### config.mk
export PLATFORM = sky130hd
export DESIGN_NAME = reset_seq_ctrl
export DESIGN_NICKNAME = d
export VERILOG_FILES = /design/src/rtl/reset_seq_pkg.sv /design/src/rtl/reset_seq_ctrl_reset_sync.sv /design/src/rtl/reset_seq_ctrl.sv
export SDC_FILE = /design/constraint.sdc
export NUM_CORES = 1
export LEC_CHECK = 0
export ABC_AREA = 1
export ABC_CLOCK_PERIOD_IN_PS = 1700
export CORE_UTILIZATION = 50
export DETAILED_ROUTE_END_ITERATION = 8
export GPL_ROUTABILITY_DRIVEN = 0
export GPL_TIMING_DRIVEN = 0
export PLACE_DENSITY_LB_ADDON = 0.2
export SLEW_MARGIN = 20
export SYNTH_ARGS = -nofsm -noshare
export SYNTH_HDL_FRONTEND = slang
export SYNTH_HIERARCHICAL = 1
export SYNTH_SLANG_ARGS = --single-unit
export TNS_END_PERCENT = 50
### constraint.sdc
create_clock -name clk -period 1.7 [get_ports clk]
set_input_delay 0.34 -clock clk [delete_from_list [all_inputs] [get_ports clk]]
set_output_delay 0.34 -clock clk [all_outputs]
set_load 0.005 [all_outputs]
### src/rtl/reset_seq_pkg.sv
// Shared state encoding and default sizing for the reset sequencer.
// RESET_SEQ_WDT_EN adds the watchdog width default.
package reset_seq_pkg;

  localparam int STATE_W = 3;

  typedef enum logic [STATE_W-1:0] {
    ST_SYNC    = 3'd0,
    ST_RELEASE = 3'd1,
    ST_RUN     = 3'd2,
    ST_ASSERT  = 3'd3,
    ST_HOLD    = 3'd4
  } state_t;

  localparam int DEF_NUM_DOM     = 4;
  localparam int DEF_STAGE_DLY   = 16;
  localparam int DEF_CNT_W       = 8;
  localparam int DEF_SYNC_STAGES = 3;
`ifdef RESET_SEQ_WDT_EN
  localparam int DEF_WDT_W       = 16;
`endif

endpackage

### src/rtl/reset_seq_ctrl_reset_sync.sv
// Asynchronous-assert / synchronous-deassert chain for the pad reset.
// rst_rel goes high SYNC_STAGES clock edges after rst_pad rises.
module reset_sync
  import reset_seq_pkg::*;
#(
  parameter int SYNC_STAGES = DEF_SYNC_STAGES
) (
  input  logic clk,
  input  logic rst_pad,
  output logic rst_rel
);

  logic [SYNC_STAGES-1:0] chain_q;

  always_ff @(posedge clk or negedge rst_pad) begin
    if (!rst_pad) begin
      chain_q <= '0;
    end else begin
      chain_q <= {chain_q[SYNC_STAGES-2:0], 1'b1};
    end
  end

  assign rst_rel = chain_q[SYNC_STAGES-1];

endmodule

### src/rtl/reset_seq_ctrl.sv
// Ordered release of NUM_DOM reset domains with masked software re-reset.
// Define RESET_SEQ_WDT_EN to add the RUN-state watchdog (wdt_kick / wdt_expired).
module reset_seq_ctrl
  import reset_seq_pkg::*;
#(
  parameter int NUM_DOM     = DEF_NUM_DOM,
  parameter int STAGE_DLY   = DEF_STAGE_DLY,
  parameter int CNT_W       = DEF_CNT_W,
  parameter int SYNC_STAGES = DEF_SYNC_STAGES
`ifdef RESET_SEQ_WDT_EN
  ,
  parameter int WDT_W       = DEF_WDT_W
`endif
) (
  input  logic               clk,
  input  logic               rst_pad,
  input  logic               sw_rst_req,
  input  logic [NUM_DOM-1:0] sw_rst_mask,
`ifdef RESET_SEQ_WDT_EN
  input  logic               wdt_kick,
  output logic               wdt_expired,
`endif
  output logic               sw_rst_ack,
  output logic [NUM_DOM-1:0] dom_rstb,
  output logic               seq_done,
  output logic [STATE_W-1:0] state_o
);

  localparam int IDX_W = (NUM_DOM > 1) ? $clog2(NUM_DOM) : 1;
  localparam logic [CNT_W-1:0] CNT_LAST = CNT_W'(STAGE_DLY - 1);
  localparam logic [IDX_W-1:0] IDX_LAST = IDX_W'(NUM_DOM - 1);

  state_t             state_q, state_d;
  logic [CNT_W-1:0]   cnt_q, cnt_d;
  logic [IDX_W-1:0]   idx_q, idx_d;
  logic [NUM_DOM-1:0] dom_q, dom_d;
  logic [NUM_DOM-1:0] mask_q, mask_d;
  logic               ack_q, ack_d;
  logic               soft_q, soft_d;
  logic               rst_rel;
  logic               wdt_fire;

  reset_sync #(
    .SYNC_STAGES (SYNC_STAGES)
  ) u_sync (
    .clk     (clk),
    .rst_pad (rst_pad),
    .rst_rel (rst_rel)
  );

`ifdef RESET_SEQ_WDT_EN
  logic [WDT_W-1:0] wdt_cnt_q;
  logic             wdt_exp_q;

  assign wdt_fire = (state_q == ST_RUN) && (&wdt_cnt_q);

  always_ff @(posedge clk or negedge rst_pad) begin
    if (!rst_pad) begin
      wdt_cnt_q <= '0;
      wdt_exp_q <= 1'b0;
    end else begin
      if ((state_q != ST_RUN) || wdt_kick || wdt_fire) begin
        wdt_cnt_q <= '0;
      end else begin
        wdt_cnt_q <= wdt_cnt_q + 1'b1;
      end
      if (wdt_fire) begin
        wdt_exp_q <= 1'b1;
      end
    end
  end

  assign wdt_expired = wdt_exp_q;
`else
  assign wdt_fire = 1'b0;
`endif

  always_ff @(posedge clk or negedge rst_pad) begin
    if (!rst_pad) begin
      state_q <= ST_SYNC;
      cnt_q   <= '0;
      idx_q   <= '0;
      dom_q   <= '0;
      mask_q  <= '0;
      ack_q   <= 1'b0;
      soft_q  <= 1'b0;
    end else begin
      state_q <= state_d;
      cnt_q   <= cnt_d;
      idx_q   <= idx_d;
      dom_q   <= dom_d;
      mask_q  <= mask_d;
      ack_q   <= ack_d;
      soft_q  <= soft_d;
    end
  end

  always_comb begin
    state_d = state_q;
    cnt_d   = cnt_q;
    idx_d   = idx_q;
    dom_d   = dom_q;
    mask_d  = mask_q;
    ack_d   = ack_q;
    soft_d  = soft_q;

    // Four-phase handshake: ack falls once the requester has dropped req.
    if (ack_q && !sw_rst_req) begin
      ack_d = 1'b0;
    end

    case (state_q)
      ST_SYNC: begin
        if (rst_rel) begin
          state_d = ST_RELEASE;
          cnt_d   = '0;
          idx_d   = '0;
        end
      end
      ST_RELEASE: begin
        if (cnt_q == CNT_LAST) begin
          dom_d[idx_q] = 1'b1;
          cnt_d        = '0;
          idx_d        = idx_q + 1'b1;
          if (idx_q == IDX_LAST) begin
            state_d = ST_RUN;
            idx_d   = '0;
            if (soft_q) begin
              ack_d  = 1'b1;
              soft_d = 1'b0;
            end
          end
        end else begin
          cnt_d = cnt_q + 1'b1;
        end
      end
      ST_RUN: begin
        // Watchdog takes priority; a coincident request stays pending.
        if (wdt_fire) begin
          mask_d  = '1;
          state_d = ST_ASSERT;
        end else if (sw_rst_req && !ack_q) begin
          if (|sw_rst_mask) begin
            mask_d  = sw_rst_mask;
            soft_d  = 1'b1;
            state_d = ST_ASSERT;
          end else begin
            ack_d = 1'b1;
          end
        end
      end
      ST_ASSERT: begin
        dom_d   = dom_q & ~mask_q;
        cnt_d   = '0;
        state_d = ST_HOLD;
      end
      ST_HOLD: begin
        if (cnt_q == CNT_LAST) begin
          state_d = ST_RELEASE;
          cnt_d   = '0;
          idx_d   = '0;
        end else begin
          cnt_d = cnt_q + 1'b1;
        end
      end
      default: begin
        state_d = ST_SYNC;
      end
    endcase
  end

  assign dom_rstb   = dom_q;
  assign sw_rst_ack = ack_q;
  assign seq_done   = (state_q == ST_RUN);
  assign state_o    = state_q;

endmodule

==> results.md, run 1 <==
- Status: finished with violations
- Failing checks: hold timing
- Warnings from Yosys: 6
- Grt ovf: 0
- CTS clock-pin slew for the worst setup and hold paths: 150 ps
- ANT cells: 0
- First-pass GRT wire length: 4540 um
- Setup crit start kind: flop
- Leakage power total: 0.794 nW
- EDFF count, synth: 0
- Area contributors post-synth: dfrtp_1 46%, nand2_1 11%, o21ai_0 7.5%
- GRT Total Usage: 21.5%
- Mapped Avg Cell Area: 7.96 um^2
- Share of layout cells above drive strength 1: 13.6%
- Arrival @ worst endpoint: 1230 ps
- Worst Setup End Kind: primary output
- Syn_nets: 188
- Core Box Area: 2570 um^2
- Unique masters post-synth: 23
- Relative max-transition margin: 62.3%
- Clk pwr share: 39.9%
- Max incr delay on CP: 420 ps
- Mapped Area: 1400 um^2
- Flop pwr share: 57.4%
- Finished Cell Area: 1670 um^2
- Sw frac: 19.7%
- Crit-path max FO: 3
- DP Cell Count: 221
- I/O pin cnt: 16
- Initial DRT Pass Iterations: 4
- DR vias: 1,152
- Min cycle time layout: 1570 ps
- Most frequent cell after synthesis: nand2_1
- DRC errors left: 0
- H-Tree Depth: 1
- Die X: 54.9 um
- CP max-delay cell: dfrtp_1
- Clock Skews: 6.99 ps
- R2r startpoint: cnt_q[1]$_DFFE_PN0P_
- Final setup viols: 0
- Num rows: 18
- Post-detail-place hpwl: 2000 um
- Placed Area: 1580 um^2
- Post-Layout Cell Count: 228
- Synth top cells by count: 42 x nand2_1, 26 x dfrtp_1, 25 x inv_1
- CTS Sinks: 26
- Die area: 3020 um^2
- Initial antenna violation count: 0
- Top-area cell type share of the netlist area: 46.5%
- Pint: 0.873 mW
- Bufs on Longest Clock Path: 2
- Fmax: 637 MHz
- Final core occ: 64.9%
- Final hold violation count: 26
- Critical path required time: 1360 ps
- Predominant post-synthesis flop cell: dfrtp_1
- TritonCTS clock tree: done
- CTS Hold Bufs: 0
- Met1 wire length: 1340 um
- Cell Chain, Critical Path: inv_2 > nand2_1 > nor2_2 > dlygate4sd2_1
- Area leader, netlist: dfrtp_1
- RSZ-0062 raised after global routing: no
- Gate power share: 2.8%
- NetSw: 0.214 mW
- Sequential share of the synthesized area: 46.5%
- Async S/R FF share, synth: 100%
- Slew @ Worst Pin: 566 ps
- Die height: 54.9 um
- Worst R2R End: idx_q[0]$_DFFE_PN0P_
- Initial DRC Count: 33
- Routed wire length: 2700 um
- Pwr Density: 653 nW/um^2
- Antenna-violating nets left: 0
- Tcrit/Tclk final: 92.4%
- Hold WC Path Type: input pin to async pin
- Flip-flop and latch count after synthesis: 26
- Initial core utilization: 54.5%
- Setup CP Type: flop to primary output
- Tot Pwr: 1.09 mW
- FILL cells: 236
- Reg2reg path depth: 10
- VDD IR max: 0.549 mV
- Wire length on met2: 1250 um
- Number of global-route vias before repair: 1,099
- Hold Slack: -25.9 ps
- DR WL/cell: 11.8 um
- Max cap viols: 0
- Final Slew Violations: 0
- CTS root buf: clkbuf_4
- Final #Nets: 211
- Inserted Clock Buffers: 3
- Clock Latency Late Sink: 330 ps
- I/O Buffers: 15
- Synth Instances: 176
- Largest net degree at the start of global routing: 27
- Area delta synth->final: 18.9%
- Max layer used: met4
- Vias/cell: 5.05
- Met3 routed wirelength: 71 um
- R2R Setup Slk: 160 ps
## sequential cells by signal (all words and copies together), names as in the netlist
register / count
cnt_q: 8
dom_rstb: 4
mask_q: 4
state_o: 3
u_sync/chain_q: 3
idx_q: 2
soft_q: 1
sw_rst_ack: 1
## through the flow
stage	TNS, ps	setup slack, ps
after floorplan	0	370
after global placement	-1140	-44.4
after detailed placement	0	80.6
after CTS	0	3.72
after global routing	0	20.5
final	0	130
## kinds of logic after synthesis
logic type,synth area share [%]
and+or+nand+nor,29.3
adders and majority gates,4.47
AOI/OAI and AO/OA,10.8
DFF,46.5
other,0.268
buffers and inverters,8.04
xor gates and xnor gates,0.626
## layout by cell type (no fill, tap or decap)
cell type,instances
buf_2,1
buf_6,1
buf_4,2
ha_1,5
clkdlybuf4s50_1,10
dfrtp_2,1
nand2_2,4
dfrtp_1,25
nand3_2,1
inv_1,24
dlygate4sd2_1,2
o21ai_0,21
nor2_2,2
o21ai_2,2
nand2_1,42
nand2_4,1
clkbuf_4,3
nor2_1,14
xor2_1,1
dlymetal6s2s_1,2
nand3b_1,1
o211ai_1,1
bufinv_16,1
conb_1,1
o22ai_1,1
nand3_1,12
nor2_8,1
a21oi_1,3
nor2_4,2
clkinv_1,1
nand4_1,5
inv_2,5
## cell type report
type	instances	area [um^2]	share of cell area, %
Tap cell	30	37.5	2.25
Sequential cell	26	652	39.1
Multi-Input combinational cell	120	637	38.2
Clock buffer	3	22.5	1.35
Timing Repair Buffer	18	174	10.4
Inverter	30	113	6.76
Clock inverter	1	30.0	1.80
## metal layers
metal	GRT usage [%]	up-vias
met5	0	-
met2	37.3	19
met3	2.46	4
met4	7.92	0
met1	27.3	532
li1	-	597
## power groups by stage
stage | Sequential [mW] | Clock, mW | Combinational [mW]
global placement | 0.635 | 0 | 0.0322
CTS | 0.624 | 0.438 | 0.0315
detailed placement | 0.635 | 0 | 0.0317
finish | 0.624 | 0.433 | 0.0302
floorplan | 0.635 | 0 | 0.00554
global route | 0.624 | 0.457 | 0.0358
## worst max-delay path, delay by kind of cell, from the launching register on
| family | cells | cell delay, ps |
|---|---|---|
| buf+inv | 2 | 320 |
| flops | 1 | 420 |
| simple gates | 2 | 180 |
## timing repair
| action | CTS | global route |
|---|---|---|
| gates resized for setup | 5 | 2 |
| endpoints found under the setup margin | 2 | 2 |
| hold endpoints to repair | 0 | 0 |
| gates cloned | 0 | 0 |
| pin swaps | 1 | 0 |
| buffers inserted | 3 | 0 |
## worst max-delay path by stage
stage,end,from,cells after the start,slack [ps]
3_5_place_dp,seq_done,state_o[1]$_DFFE_PN0P_,3,80
5_1_grt,state_o[0]$_DFFE_PN0P_,cnt_q[1]$_DFFE_PN0P_,8,20
4_1_cts,state_o[0],state_o[0]$_DFFE_PN0P_,2,4
3_3_place_gp,u_sync/chain_q[0]$_DFF_PN0_,rst_pad,1,-40
2_1_floorplan,idx_q[1]$_DFFE_PN0P_,cnt_q[0]$_DFFE_PN0P_,9,370
6_report,seq_done,state_o[0]$_DFFE_PN0P_,4,130
Power figures use the tool's default switching activity.
==> run 2, diff against run 1 <==
- CELL_PAD_IN_SITES_DETAIL_PLACEMENT: unset -> 1
- CELL_PAD_IN_SITES_GLOBAL_PLACEMENT: unset -> 1
- CORE_UTILIZATION: 50 -> 40
- GPL_ROUTABILITY_DRIVEN: 0 -> unset
- PLACE_DENSITY_LB_ADDON: 0.2 -> 0.1
==> run 2 against run 1 <==
Effect of this change:
- the run still ends with hold timing left
- worst hold slack better by 21 ps
- via count increased by 5.7%
- register-to-register slack is essentially flat
- routed wire length grew 21%
- sequential share of layout area about the same
- flip-flop and latch count stayed put
- setup slack lost 61 ps
- critical endpoint unchanged
- largest power group unchanged
==> results.md, run 2 (synthesis gave the netlist of run 1 again) <==
- CTS Sinks: 26 (unchanged)
- Min cycle time layout: 1630 ps (+61.3 ps)
- Final setup viols: 0 (unchanged)
- Grt ovf: 0 (unchanged)
- First-pass GRT wire length: 5440 um (+20%)
- Critical path required time: 1360 ps (about the same)
- Die area: 3740 um^2 (+24%)
- Die height: 61.2 um (+11%)
- Finished Cell Area: 1670 um^2 (+0.30%)
- VDD IR max: 0.299 mV (-46%)
- Area delta synth->final: 19.3%
- Vias/cell: 4.99 (-1.2%)
- Setup CP Type: flop to primary output
- GRT Total Usage: 19.8% (-1.7 points)
- RSZ-0062 raised after global routing: no
- Commonest non-fill, non-tap cell in the layout: nand2_1
- Share of layout cells above drive strength 1: 14.1% (+0.51 points)
- Antenna-violating nets left: 0 (unchanged)
- Worst Setup End Kind: primary output
- H-Tree Depth: 1 (unchanged)
- Routed wire length: 3260 um (+21%)
- Placed Area: 1600 um^2 (+1.3%)
- Core Box Area: 3340 um^2 (+30%)
- Worst setup margin: 68.7 ps (-61.3 ps)
- Initial antenna violation count: 0 (unchanged)
- I/O Buffers: 15 (unchanged)
- Bufs on Longest Clock Path: 2 (unchanged)
- Final hold violation count: 4 (-85%)
- Reg2reg path depth: 10 (unchanged)
- Hold Slack: -5.02 ps (+20.9 ps)
- Crit-path max FO: 3 (unchanged)
- Failing checks: hold timing
- Leakage power total: 0.780 nW (-1.7%)
- DR WL/cell: 13.4 um (+13%)
- Relative max-transition margin: 60.0% (-2.3 points)
- Initial core utilization: 42.0% (-13 points)
- Tcrit/Tclk final: 96.0% (+3.6 points)
- Status: finished with violations
- Initial DRC Count: 17 (-48%)
- Hold WC Path Type: input pin to async pin
- RD Place Congestion: 0.762
- Max reg flops: 8 (unchanged)
- Num rows: 21 (+3)
- Number of global-route vias before repair: 1,263 (+15%)
- Clock Skews: 3.15 ps (-3.84 ps)
- Final Slew Violations: 0 (unchanged)
- Tot Pwr: 0.971 mW (-11%)
- Reg with most FFs: cnt_q
- Clock Latency Late Sink: 320 ps (about the same)
- I/O pin cnt: 16 (unchanged)
- Largest net degree at the start of global routing: 27 (unchanged)
- Inserted Clock Buffers: 3 (unchanged)
- CTS root buf: clkbuf_4
- Arrival @ worst endpoint: 1290 ps (+60 ps)
- CTS Hold Bufs: 0 (unchanged)
- DR vias: 1,218 (+5.7%)
- Die X: 61.2 um (+11%)
- Slew @ Worst Pin: 600 ps (+34.0 ps)
- ANT cells: 0 (unchanged)
- Setup crit start kind: flop
- Pwr Density: 581 nW/um^2 (-11%)
- CTS clock-pin slew for the worst setup and hold paths: 140 ps (about the same)
- Final #Nets: 211 (unchanged)
- TNS Setup: 0 ps (unchanged)
- Post-detail-place hpwl: 2530 um (+26%)
- TritonCTS clock tree: done
- DRC errors left: 0 (unchanged)
- Max cap viols: 0 (unchanged)
- DP Worst Slack: 73.8 ps (-6.82 ps)
- Initial DRT Pass Iterations: 4 (unchanged)
- Most frequent cells in the layout: 42 x nand2_1, 25 x inv_1, 24 x dfrtp_1, 21 x o21ai_0, 14 x nor2_1
- Fmax: 613 MHz (-3.8%)
[run 2: cell count changes in the layout (fill, tap and decap cells not counted), sizes merged]
cell / change
dlygate4sd2: -1
clkdlybuf4s50: +1
bufinv: -1
clkbuf: +1
[run 2: routing by layer]
layer / vias to the layer above / routed length, um / track usage (%)
met2: 13 / 1650 / 35.1
met3: 4 / 53 / 2.10
met5: - / 0 / 0
met1: 601 / 1520 / 25.1
li1: 600 / - / -
met4: 0 / 32 / 6.17
[run 2: area by class of cell]
cell class	instances	area [um^2]
clock buffers	4	36.3
flip-flops and latches	26	653
inverters	30	113
repair buffers	18	171
multi-input cells	120	639
fillers	424	1670
well taps	46	57.6
[run 2: worst max-delay path: stages, from the launching register on]
cell and delay, ps:
dfrtp_2 430, inv_1 100, nand2_1 80, nor2_2 120, dlygate4sd2_1 250
[run 2: final timing paths]
check	start	end	slack (ps)
setup / recovery	state_o[0]$_DFFE_PN0P_	seq_done	70
hold reg to reg	u_sync/chain_q[0]$_DFF_PN0_	u_sync/chain_q[1]$_DFF_PN0_	370
hold / removal	rst_pad	sw_rst_ack$_DFF_PN0_	-5
setup reg to reg	cnt_q[1]$_DFFE_PN0P_	idx_q[0]$_DFFE_PN0P_	160
min in group clk	u_sync/chain_q[0]$_DFF_PN0_	u_sync/chain_q[1]$_DFF_PN0_	370
max in group asynchronous	rst_pad	state_o[0]$_DFFE_PN0P_	1280
[run 2: power by group]
| group | total, mW | internal [mW] | switching [mW] |
|---|---|---|---|
| sequential | 0.624 | 0.622 | 0.00159 |
| clock | 0.316 | 0.131 | 0.185 |
| combinational | 0.0310 | 0.0124 | 0.0187 |
[run 2: repair_timing]
item | 4_1_cts | 5_1_grt
setup buffers | 2 | 1
endpoints found under the setup margin | 2 | 4
resized for setup | 3 | 3
pin swaps | 1 | 0
[run 2: metrics by stage]
step	hold WS, ps	utilization (%)	cells
after global routing	23.1	50.1	244
after detailed placement	343	48.0	237
final	-5.02	50.1	244
after CTS	6.84	49.6	243
after global placement	334	48.2	237
after floorplan	44.4	-	176
